## config.mk

```make
export PLATFORM = sky130hd
export DESIGN_NAME = morse_tx_flat
export DESIGN_NICKNAME = d
export VERILOG_FILES = /design/src/rtl/morse_pkg.sv /design/src/rtl/morse_if.sv /design/src/rtl/morse_digit_rom.sv /design/src/rtl/morse_tx.sv /design/src/flat_wrapper.sv
export SDC_FILE = /design/constraint.sdc
export NUM_CORES = 1
export LEC_CHECK = 0
export CORE_UTILIZATION = 27
export CTS_CLUSTER_SIZE = 8
export DETAILED_ROUTE_END_ITERATION = 8
export SYNTH_ARGS = -nofsm -noshare
export SYNTH_HDL_FRONTEND = slang
export SYNTH_SLANG_ARGS = --single-unit
```

## constraint.sdc

```tcl
create_clock -name clk -period 2.55 [get_ports clk]
set_input_delay 0.765 -clock clk [delete_from_list [all_inputs] [get_ports clk]]
set_output_delay 0.765 -clock clk [all_outputs]
set_load 0.01 [all_outputs]
```

## src/rtl/morse_pkg.sv

```systemverilog
// Shared types, timing multipliers and the BCD digit code table for the Morse keyer.
package morse_pkg;

  typedef enum logic [1:0] {
    IDLE     = 2'd0,
    MARK     = 2'd1,
    SPACE    = 2'd2,
    CHAR_GAP = 2'd3
  } morse_state_t;

  localparam logic DOT  = 1'b0;
  localparam logic DASH = 1'b1;

  localparam int DASH_MULT     = 3;
  localparam int SYM_GAP_MULT  = 1;
  localparam int CHAR_GAP_MULT = 3;
  localparam int DIGIT_LEN     = 5;

  // Morse digits: MSB is the first symbol sent; 0 and non-BCD values give five dashes.
  function automatic logic [4:0] digit_to_code(input logic [3:0] digit);
    logic [4:0] code;
    case (digit)
      4'd1:    code = 5'b01111;
      4'd2:    code = 5'b00111;
      4'd3:    code = 5'b00011;
      4'd4:    code = 5'b00001;
      4'd5:    code = 5'b00000;
      4'd6:    code = 5'b10000;
      4'd7:    code = 5'b11000;
      4'd8:    code = 5'b11100;
      4'd9:    code = 5'b11110;
      default: code = 5'b11111;
    endcase
    return code;
  endfunction

endpackage

```

## src/rtl/morse_if.sv

```systemverilog
// Character offer handshake between a producer and the Morse keyer.
interface morse_if #(
  parameter int MAX_LEN = 5,
  parameter int LEN_W   = 3
);
  logic               in_valid;
  logic               in_ready;
  logic               digit_mode;
  logic [MAX_LEN-1:0] in_code;
  logic [LEN_W-1:0]   in_len;

  modport master (output in_valid, digit_mode, in_code, in_len, input in_ready);
  modport slave  (input in_valid, digit_mode, in_code, in_len, output in_ready);
endinterface

```

## src/rtl/morse_digit_rom.sv

```systemverilog
// Combinational BCD digit to 5-symbol Morse code lookup.
module morse_digit_rom
  import morse_pkg::*;
(
  input  logic [3:0] digit,
  output logic [4:0] code,
  output logic [2:0] len
);

  assign code = digit_to_code(digit);
  assign len  = 3'(DIGIT_LEN);

endmodule

```

## src/rtl/morse_tx.sv

```systemverilog
// Morse keyer: latches one character, then times marks, symbol spaces and the
// character gap in units of UNIT_CYCLES clocks.
module morse_tx
  import morse_pkg::*;
#(
  parameter int UNIT_CYCLES = 4,
  parameter int MAX_LEN     = 5,
  parameter int LEN_W       = 3
) (
  input  logic   clk,
  input  logic   rst,
  input  logic   en,
  input  logic   abort,
  morse_if.slave cmd,
  output logic   key_out,
  output logic   busy,
  output logic   char_done
);

  localparam int CNT_W  = $clog2(3 * UNIT_CYCLES + 1);
  localparam int DSHIFT = (MAX_LEN < DIGIT_LEN) ? (DIGIT_LEN - MAX_LEN) : 0;

  localparam logic [CNT_W-1:0] DOT_LAST   = CNT_W'(UNIT_CYCLES - 1);
  localparam logic [CNT_W-1:0] DASH_LAST  = CNT_W'(DASH_MULT * UNIT_CYCLES - 1);
  localparam logic [CNT_W-1:0] SPACE_LAST = CNT_W'(SYM_GAP_MULT * UNIT_CYCLES - 1);
  localparam logic [CNT_W-1:0] GAP_LAST   = CNT_W'(CHAR_GAP_MULT * UNIT_CYCLES - 1);
  localparam logic [LEN_W-1:0] MAX_LEN_L  = LEN_W'(MAX_LEN);
  localparam logic [MAX_LEN-1:0] ONE_HOT0 = {{(MAX_LEN-1){1'b0}}, 1'b1};

  morse_state_t       state_r, state_s;
  logic [CNT_W-1:0]   cnt_r, cnt_s;
  logic [LEN_W-1:0]   idx_r, idx_s;
  logic [MAX_LEN-1:0] code_r, code_s;
  logic               key_out_r, busy_r, char_done_r;

  logic [3:0]         digit_s;
  logic [4:0]         rom_code_s;
  logic [2:0]         rom_len_s;
  logic [MAX_LEN-1:0] eff_code_s;
  logic [LEN_W-1:0]   eff_len_s;
  logic               ready_s, accept_s, cur_bit_s;
  logic [CNT_W-1:0]   mark_last_s;

  assign digit_s = 4'(cmd.in_code);

  morse_digit_rom u_digit_rom (
    .digit (digit_s),
    .code  (rom_code_s),
    .len   (rom_len_s)
  );

  assign ready_s      = (state_r == IDLE) & en & ~abort;
  assign cmd.in_ready = ready_s;
  assign accept_s     = cmd.in_valid & ready_s;
  assign cur_bit_s    = |(code_r & (ONE_HOT0 << idx_r));
  assign mark_last_s  = (cur_bit_s == DASH) ? DASH_LAST : DOT_LAST;

  // Effective code/length: digits truncated to the first MAX_LEN symbols, raw lengths clamped.
  always_comb begin
    eff_code_s = '0;
    eff_len_s  = '0;
    if (cmd.digit_mode) begin
      eff_code_s = MAX_LEN'(rom_code_s >> DSHIFT);
      eff_len_s  = (MAX_LEN < DIGIT_LEN) ? MAX_LEN_L : LEN_W'(rom_len_s);
    end else begin
      eff_code_s = cmd.in_code;
      eff_len_s  = (cmd.in_len > MAX_LEN_L) ? MAX_LEN_L : cmd.in_len;
    end
  end

  // Next-state, counter and symbol-index logic; abort overrides every state.
  always_comb begin
    state_s = state_r;
    cnt_s   = cnt_r;
    idx_s   = idx_r;
    code_s  = code_r;
    if (abort) begin
      state_s = IDLE;
      cnt_s   = '0;
      idx_s   = '0;
    end else begin
      case (state_r)
        IDLE: begin
          if (accept_s) begin
            code_s = eff_code_s;
            cnt_s  = '0;
            if (eff_len_s == '0) begin
              state_s = CHAR_GAP;
              idx_s   = '0;
            end else begin
              state_s = MARK;
              idx_s   = eff_len_s - LEN_W'(1);
            end
          end else begin
            state_s = IDLE;
          end
        end
        MARK: begin
          if (cnt_r == mark_last_s) begin
            cnt_s   = '0;
            state_s = (idx_r == '0) ? CHAR_GAP : SPACE;
          end else begin
            cnt_s = cnt_r + CNT_W'(1);
          end
        end
        SPACE: begin
          if (cnt_r == SPACE_LAST) begin
            cnt_s   = '0;
            idx_s   = idx_r - LEN_W'(1);
            state_s = MARK;
          end else begin
            cnt_s = cnt_r + CNT_W'(1);
          end
        end
        CHAR_GAP: begin
          if (cnt_r == GAP_LAST) begin
            cnt_s   = '0;
            state_s = IDLE;
          end else begin
            cnt_s = cnt_r + CNT_W'(1);
          end
        end
        default: begin
          state_s = IDLE;
          cnt_s   = '0;
          idx_s   = '0;
        end
      endcase
    end
  end

  // State, counters and outputs registered from the next-state values.
  always_ff @(posedge clk or negedge rst) begin
    if (!rst) begin
      state_r     <= IDLE;
      cnt_r       <= '0;
      idx_r       <= '0;
      code_r      <= '0;
      key_out_r   <= 1'b0;
      busy_r      <= 1'b0;
      char_done_r <= 1'b0;
    end else begin
      state_r     <= state_s;
      cnt_r       <= cnt_s;
      idx_r       <= idx_s;
      code_r      <= code_s;
      key_out_r   <= (state_s == MARK);
      busy_r      <= (state_s != IDLE);
      char_done_r <= (state_s == CHAR_GAP) && (cnt_s == GAP_LAST);
    end
  end

  assign key_out   = key_out_r;
  assign busy      = busy_r;
  assign char_done = char_done_r;

endmodule

```

## src/flat_wrapper.sv

```systemverilog
// flat-port wrapper written by rule: the top's interface ports become plain ports
module morse_tx_flat import morse_pkg::*;
#(
  parameter int UNIT_CYCLES = 4,
  parameter int MAX_LEN     = 5,
  parameter int LEN_W       = 3
)
  (clk, rst, en, abort, key_out, busy, char_done, cmd_in_valid, cmd_digit_mode, cmd_in_code, cmd_in_len, cmd_in_ready);
  morse_if #(.MAX_LEN(MAX_LEN), .LEN_W(LEN_W)) cmd_i ();
  input  logic clk;
  input  logic rst;
  input  logic en;
  input  logic abort;
  output logic key_out;
  output logic busy;
  output logic char_done;
  input wire logic [$bits(cmd_i.in_valid)-1:0] cmd_in_valid;
  input wire logic [$bits(cmd_i.digit_mode)-1:0] cmd_digit_mode;
  input wire logic [$bits(cmd_i.in_code)-1:0] cmd_in_code;
  input wire logic [$bits(cmd_i.in_len)-1:0] cmd_in_len;
  output wire logic [$bits(cmd_i.in_ready)-1:0] cmd_in_ready;
  assign cmd_i.in_valid = cmd_in_valid;
  assign cmd_i.digit_mode = cmd_digit_mode;
  assign cmd_i.in_code = cmd_in_code;
  assign cmd_i.in_len = cmd_in_len;
  assign cmd_in_ready = cmd_i.in_ready;
  morse_tx #(.UNIT_CYCLES(UNIT_CYCLES), .MAX_LEN(MAX_LEN), .LEN_W(LEN_W)) u_core (.clk(clk), .rst(rst), .en(en), .abort(abort), .cmd(cmd_i), .key_out(key_out), .busy(busy), .char_done(char_done));
endmodule
```

### After elaboration in Yosys (flattened, before gate mapping)

Memory sizes are Yosys's and may differ from the RTL's.
Cells that the tools add are included.

* register bits after elaboration: 17
* bits in read-only memories: 80
* input bits: 14
* output and inout port bits: 4
* logic and storage cells: 61
* memories kept: 1

Memories
* (no name shown): words 16, width 5, read ports 1, clocked after memory_dff 0, wr ports 0, RTL line morse_pkg.sv:22 `case (digit)`

* $add $sub $neg: 3
* magnitude comparators: 1
* equality and inequality tests: 11
* shift operators: 1
* muxes and demuxes: 23
* bitwise operators: 5
* reduce and logical (&&, ||, !) cells: 9

Operators with widths (number)
* 4-bit 2-to-1 mux: 6
* 3-bit 2-to-1 mux: 6
* 4-bit case mux with 4 select lines: 1
* 2-bit 2-to-1 mux: 6
* 4-bit == test, second input constant: 2
* 2-bit case mux with 4 select lines: 1
* 2-bit == test, second input constant: 3
* 3-bit zero test: 2
* 3-bit by 2-bit != test with 1-bit output, second input constant: 2
* 3-bit case mux with 2 select lines: 1
* 3-bit AND reduction: 2
* 3-bit by 1-bit subtractor with 3-bit output, second input constant: 2
* 5-bit bitwise AND: 1
* 5-bit 2-to-1 mux: 1
* 5-bit OR reduction: 1
* 1-bit by 3-bit left shift with 5-bit output, first input constant: 1
* 4-bit by 1-bit adder with 4-bit output, second input constant: 1
* 2-bit by 1-bit == test with 1-bit output, second input constant: 2
* 4-bit by 2-bit == test with 1-bit output, second input constant: 1
* 4-bit == test: 1
* 1-bit bitwise AND: 3
* 3-bit greater-than comparator, second input constant: 1
* 3-bit nonzero test: 1
* 2-bit zero test: 1
* other kinds (4): 4

### Logic depth before layout (Yosys ltp)

* depth in word-level cells: 10
* gate-level depth with buffers: 8
* mapped depth without buffers: 8

### Modules after synthesis

Synthesis repeated with hierarchy kept, for this count alone.

* cells, all modules: 149
* area, all modules: 1338.8 um2

By module, submodules not included
* morse_tx: instances 1, cells each 134, area each 1238.7 um2
* morse_digit_rom: instances 1, cells each 15, area each 100.1 um2

### Least setup slack after synthesis

Ideal clock, no wire load.

* kind: input-to-reg
* from: in abort
* to: reg u_core.idx_r[2]
* arrival time: 2041 ps
* setup slack: 431 ps
* stages: 6
* cells stage by stage: buf_2 -> nor4b_2 -> nand2_1 -> a21o_1 -> a221o_1 -> a21oi_1

* longest elaborated chain between the ends: 5

RTL lines
* from (decl): RTL line flat_wrapper.sv:13 `input logic abort;`
* 1-bit NOT (no source line)
* 1-bit bitwise AND: RTL line morse_tx.sv:52 `assign ready_s = (state_r == IDLE) & en & ~abort;`
* net cmd_in_ready: RTL line flat_wrapper.sv:21 `output wire logic [$bits(cmd_i.in_ready)-1:0] cmd_in_ready;`
* 1-bit bitwise AND: RTL line morse_tx.sv:54 `assign accept_s = cmd.in_valid & ready_s;`
* 3-bit by 2-bit != test with 1-bit output (no source line)
* 3-bit AND reduction (no source line)
* to (signal assigned): RTL line morse_tx.sv:145 `idx_r <= idx_s;`
* to (decl): RTL line morse_tx.sv:32 `logic [LEN_W-1:0] idx_r, idx_s;`

The timed path passes the listed nets, and every way through them passes these cells.
A chain may end at the register's enable or synchronous reset.

### Final worst setup path

* from: in abort
* to: out cmd_in_ready

* longest elaborated chain between the ends: 2

RTL lines (RTL line)
* 1-bit NOT (no source line)
* 1-bit bitwise AND: morse_tx.sv:52
* to (decl): flat_wrapper.sv:21

Every way passes these cells.

==> flow_summary.json <==
{
  "status": "finished, final reports clean",
  "ios": 18,
  "setup_tns_ns": 0,
  "clockBufferDepth": 2,
  "slew_headroom_pct": 74.43,
  "cts_buffers": 3,
  "cts-root-buf": "clkbuf_8",
  "gp_congestion": 0.8262,
  "fin_cells": 222,
  "avgSynthCellArea_sq_um": 8.390,
  "reg2regPathDepth": 8,
  "die-height_um": 69.36,
  "finalWirelength_mm": 2.716,
  "crit_chain": "dlygate4sd2_1, nor4b_2, buf_4, clkdlybuf4s15_2",
  "synthFlopType": "dfrtp_1",
  "synth_area_sq_um": 1225,
  "grt_max_degree": 18,
  "seq_area_frac_synth_pct": 34.73,
  "holdCritPathClass": "flip-flop to flip-flop",
  "drv_slew": 0,
  "drtIter0Drc": 80,
  "netlist_instances": 146,
  "drc": 0,
  "p_per_area_nw_per_um2": 410.8,
  "antenna_found_initial": 0,
  "worst_path_largest_cell_delay_ns": 0.26,
  "port_buffers": 17,
  "dp_hpwl_mm": 2.078,
  "skew_ns": 0.002871,
  "maxCapViolations": 0,
  "syn_to_final_growth_pct": 26.97,
  "r2r-start": "u_core.idx_r[0]",
  "grt_overflow": 0,
  "async_reset_ff_share_pct": 100.0,
  "hold_depth": 2,
  "initial_core_util_pct": 28.13,
  "leakage_nw": 0.6860,
  "period_share_pct": 92.88,
  "crit_start": "abort",
  "viasPerCell": 4.982,
  "grt_pass1_vias": 1045,
  "layout_commonest_cell": "dfrtp_1",
  "totalPowerFinal_mw": 0.6389,
  "ant_nets": 0,
  "crit_path_start_kind": "primary input",
  "grt.total_usage_pct": 12.19,
  "n_antenna_cell": 0,
  "core_sq_um": 4354,
  "layout.nets": 191,
  "rsz0062_at_grt": "false",
  "post-route-min-period_ns": 2.368,
  "crit_type": "primary input to primary output",
  "timing.fmax_mhz": 422.2,
  "clock-sinks": 17,
  "drive_gt1_share_pct": 15.29,
  "wl_per_cell_um": 12.23,
  "hp-start": "u_core.code_r[4]",
  "fp-row-count": 24,
  "die_area_sq_um": 4810,
  "cts.clk_slew.worst_paths_ns": 0.07,
  "dpl_cell_area_sq_um": 1510,
  "grt_pass1_wl_mm": 4.823,
  "slowest_stage": "dlygate4sd2_1",
  "worstPathArrival_ns": 1.60,
  "hold_viol_final": 0,
  "synth_seq_cells": 17,
  "synth_cell_type_count": 43,
  "num_vias": 1106,
  "dp_cells": 218,
  "first_pass_iters": 4,
  "cp_data_required_time_ns": 1.79,
  "peakVddDrop_mv": 0.2118,
  "stdcell_area_sq_um": 1555,
  "end_kind": "primary output",
  "cts_tree": "yes",
  "clock_latency_ns": 0.25,
  "yosysWarnings": 0,
  "synth_edf_count": 0,
  "cp_max_fo": 2,
  "die_w_um": 69.36,
  "syn_nets": 166,
  "finalSetupViolations": 0,
  "layout_common_cells": "17 x dfrtp_1, 16 x nand2_1, 16 x nor2_1",
  "htree_num_levels": 1,
  "worst_pin_slew_ns": 0.3788
}
==> what timing repair did <==
action / 4_1_cts / 5_1_grt
endpoints found under the setup margin: 1 / 0
hold buffers: 0 / 0
gates resized for setup: 5 / 0
buffers inserted: 0 / 0
==> cell usage after synthesis, drive strengths merged, types with 2 or more instances <==
cell type  count  area, sq um
a21oi         14        73.82
o21ai         13        65.06
nand2         16        60.06
nand2b         3        26.27
buf            4        20.02
xnor2          2        25.03
o211ai         2        15.01
ha             6        75.07
inv            9        33.78
a311oi         2        23.77
o311ai         2        17.52
nand3          5        30.03
dfrtp         17        425.4
a221oi         2        17.52
nor4b          2        30.03
nor3           2        10.01
nor2          16        60.06
a21o           4        30.03
a211oi         4        30.03
clkbuf         5        20.01
==> cell families (layout without fill, tap and decap cells) <==
logic type,count (synthesis),count (layout),synth area share (%)
adder cells (fa/ha/maj),6,6,6.129
flip-flops,17,17,34.73
AND/OR/NAND/NOR,48,48,19.92
multiplexers,1,1,0.8172
XOR/XNOR,3,3,2.759
buffers and inverters,18,42,6.026
AO/OA/AOI/OAI,53,53,29.62
==> state kept, by name, indices dropped and copies added (netlist names) <==
signal / cells
u_core.busy: 1
u_core.char_done: 1
u_core.cnt_r: 4
u_core.code_r: 5
u_core.idx_r: 3
u_core.key_out: 1
u_core.state_r: 2
==> path summary, 6_finish.rpt <==
kind / end / slack [ns]
worst min register to register: u_core.code_r[4] / 0.48
min in group asynchronous: u_core.cnt_r[0] / 0.83
worst max-delay path: cmd_in_ready / 0.18
worst max register to register: u_core.char_done / 0.31
worst min-delay path: u_core.code_r[4] / 0.48
max in group asynchronous: u_core.idx_r[0] / 1.52
==> per-layer routing <==
metal	up-vias	share of wire, %	routed length, um	global-route usage, %
li1	575	-	-	-
met1	507	52	1421	17.81
met2	20	43	1168	17.80
met3	4	2.9	78	2.180
met4	0	1.8	48	4.535
met5	-	0	0	0
==> area by class of cell <==
type	instances	area [sq um]
clock buffer	3	41.29
inverter	9	33.78
sequential	17	425.4
timing repair buffer	29	259.0
clock inverter	1	5.005
fill	442	2799
multi-input combinational	111	725.7
tap	52	65.06
==> power breakdown <==
group / internal [mW] / switching, mW / total (mW)
logic: 0.0660 / 0.0682 / 0.134
registers: 0.289 / 0.0118 / 0.301
clock network: 0.108 / 0.0956 / 0.204
total: 0.463 / 0.176 / 0.639
==> per-stage QoR <==
stage                     utilization [%]  setup slack (ns)  hold WS (ns)
after floorplan                         -            0.4314        0.4490
after global placement              34.68           -0.4158        0.4611
after detailed placement            34.68           -0.4048        0.4705
after CTS                           35.72            0.1706        0.4862
after global routing                35.72            0.1194        0.5142
final                               35.72            0.1816        0.4798
==> worst max-delay path: cells and delay by family <==
| family | cells | cell delay [ns] |
|---|---|---|
| and+or+nand+nor | 1 | 0.21 |
| buffers and inverters | 3 | 0.63 |
No activity file was read; power rests on OpenSTA's default activity.
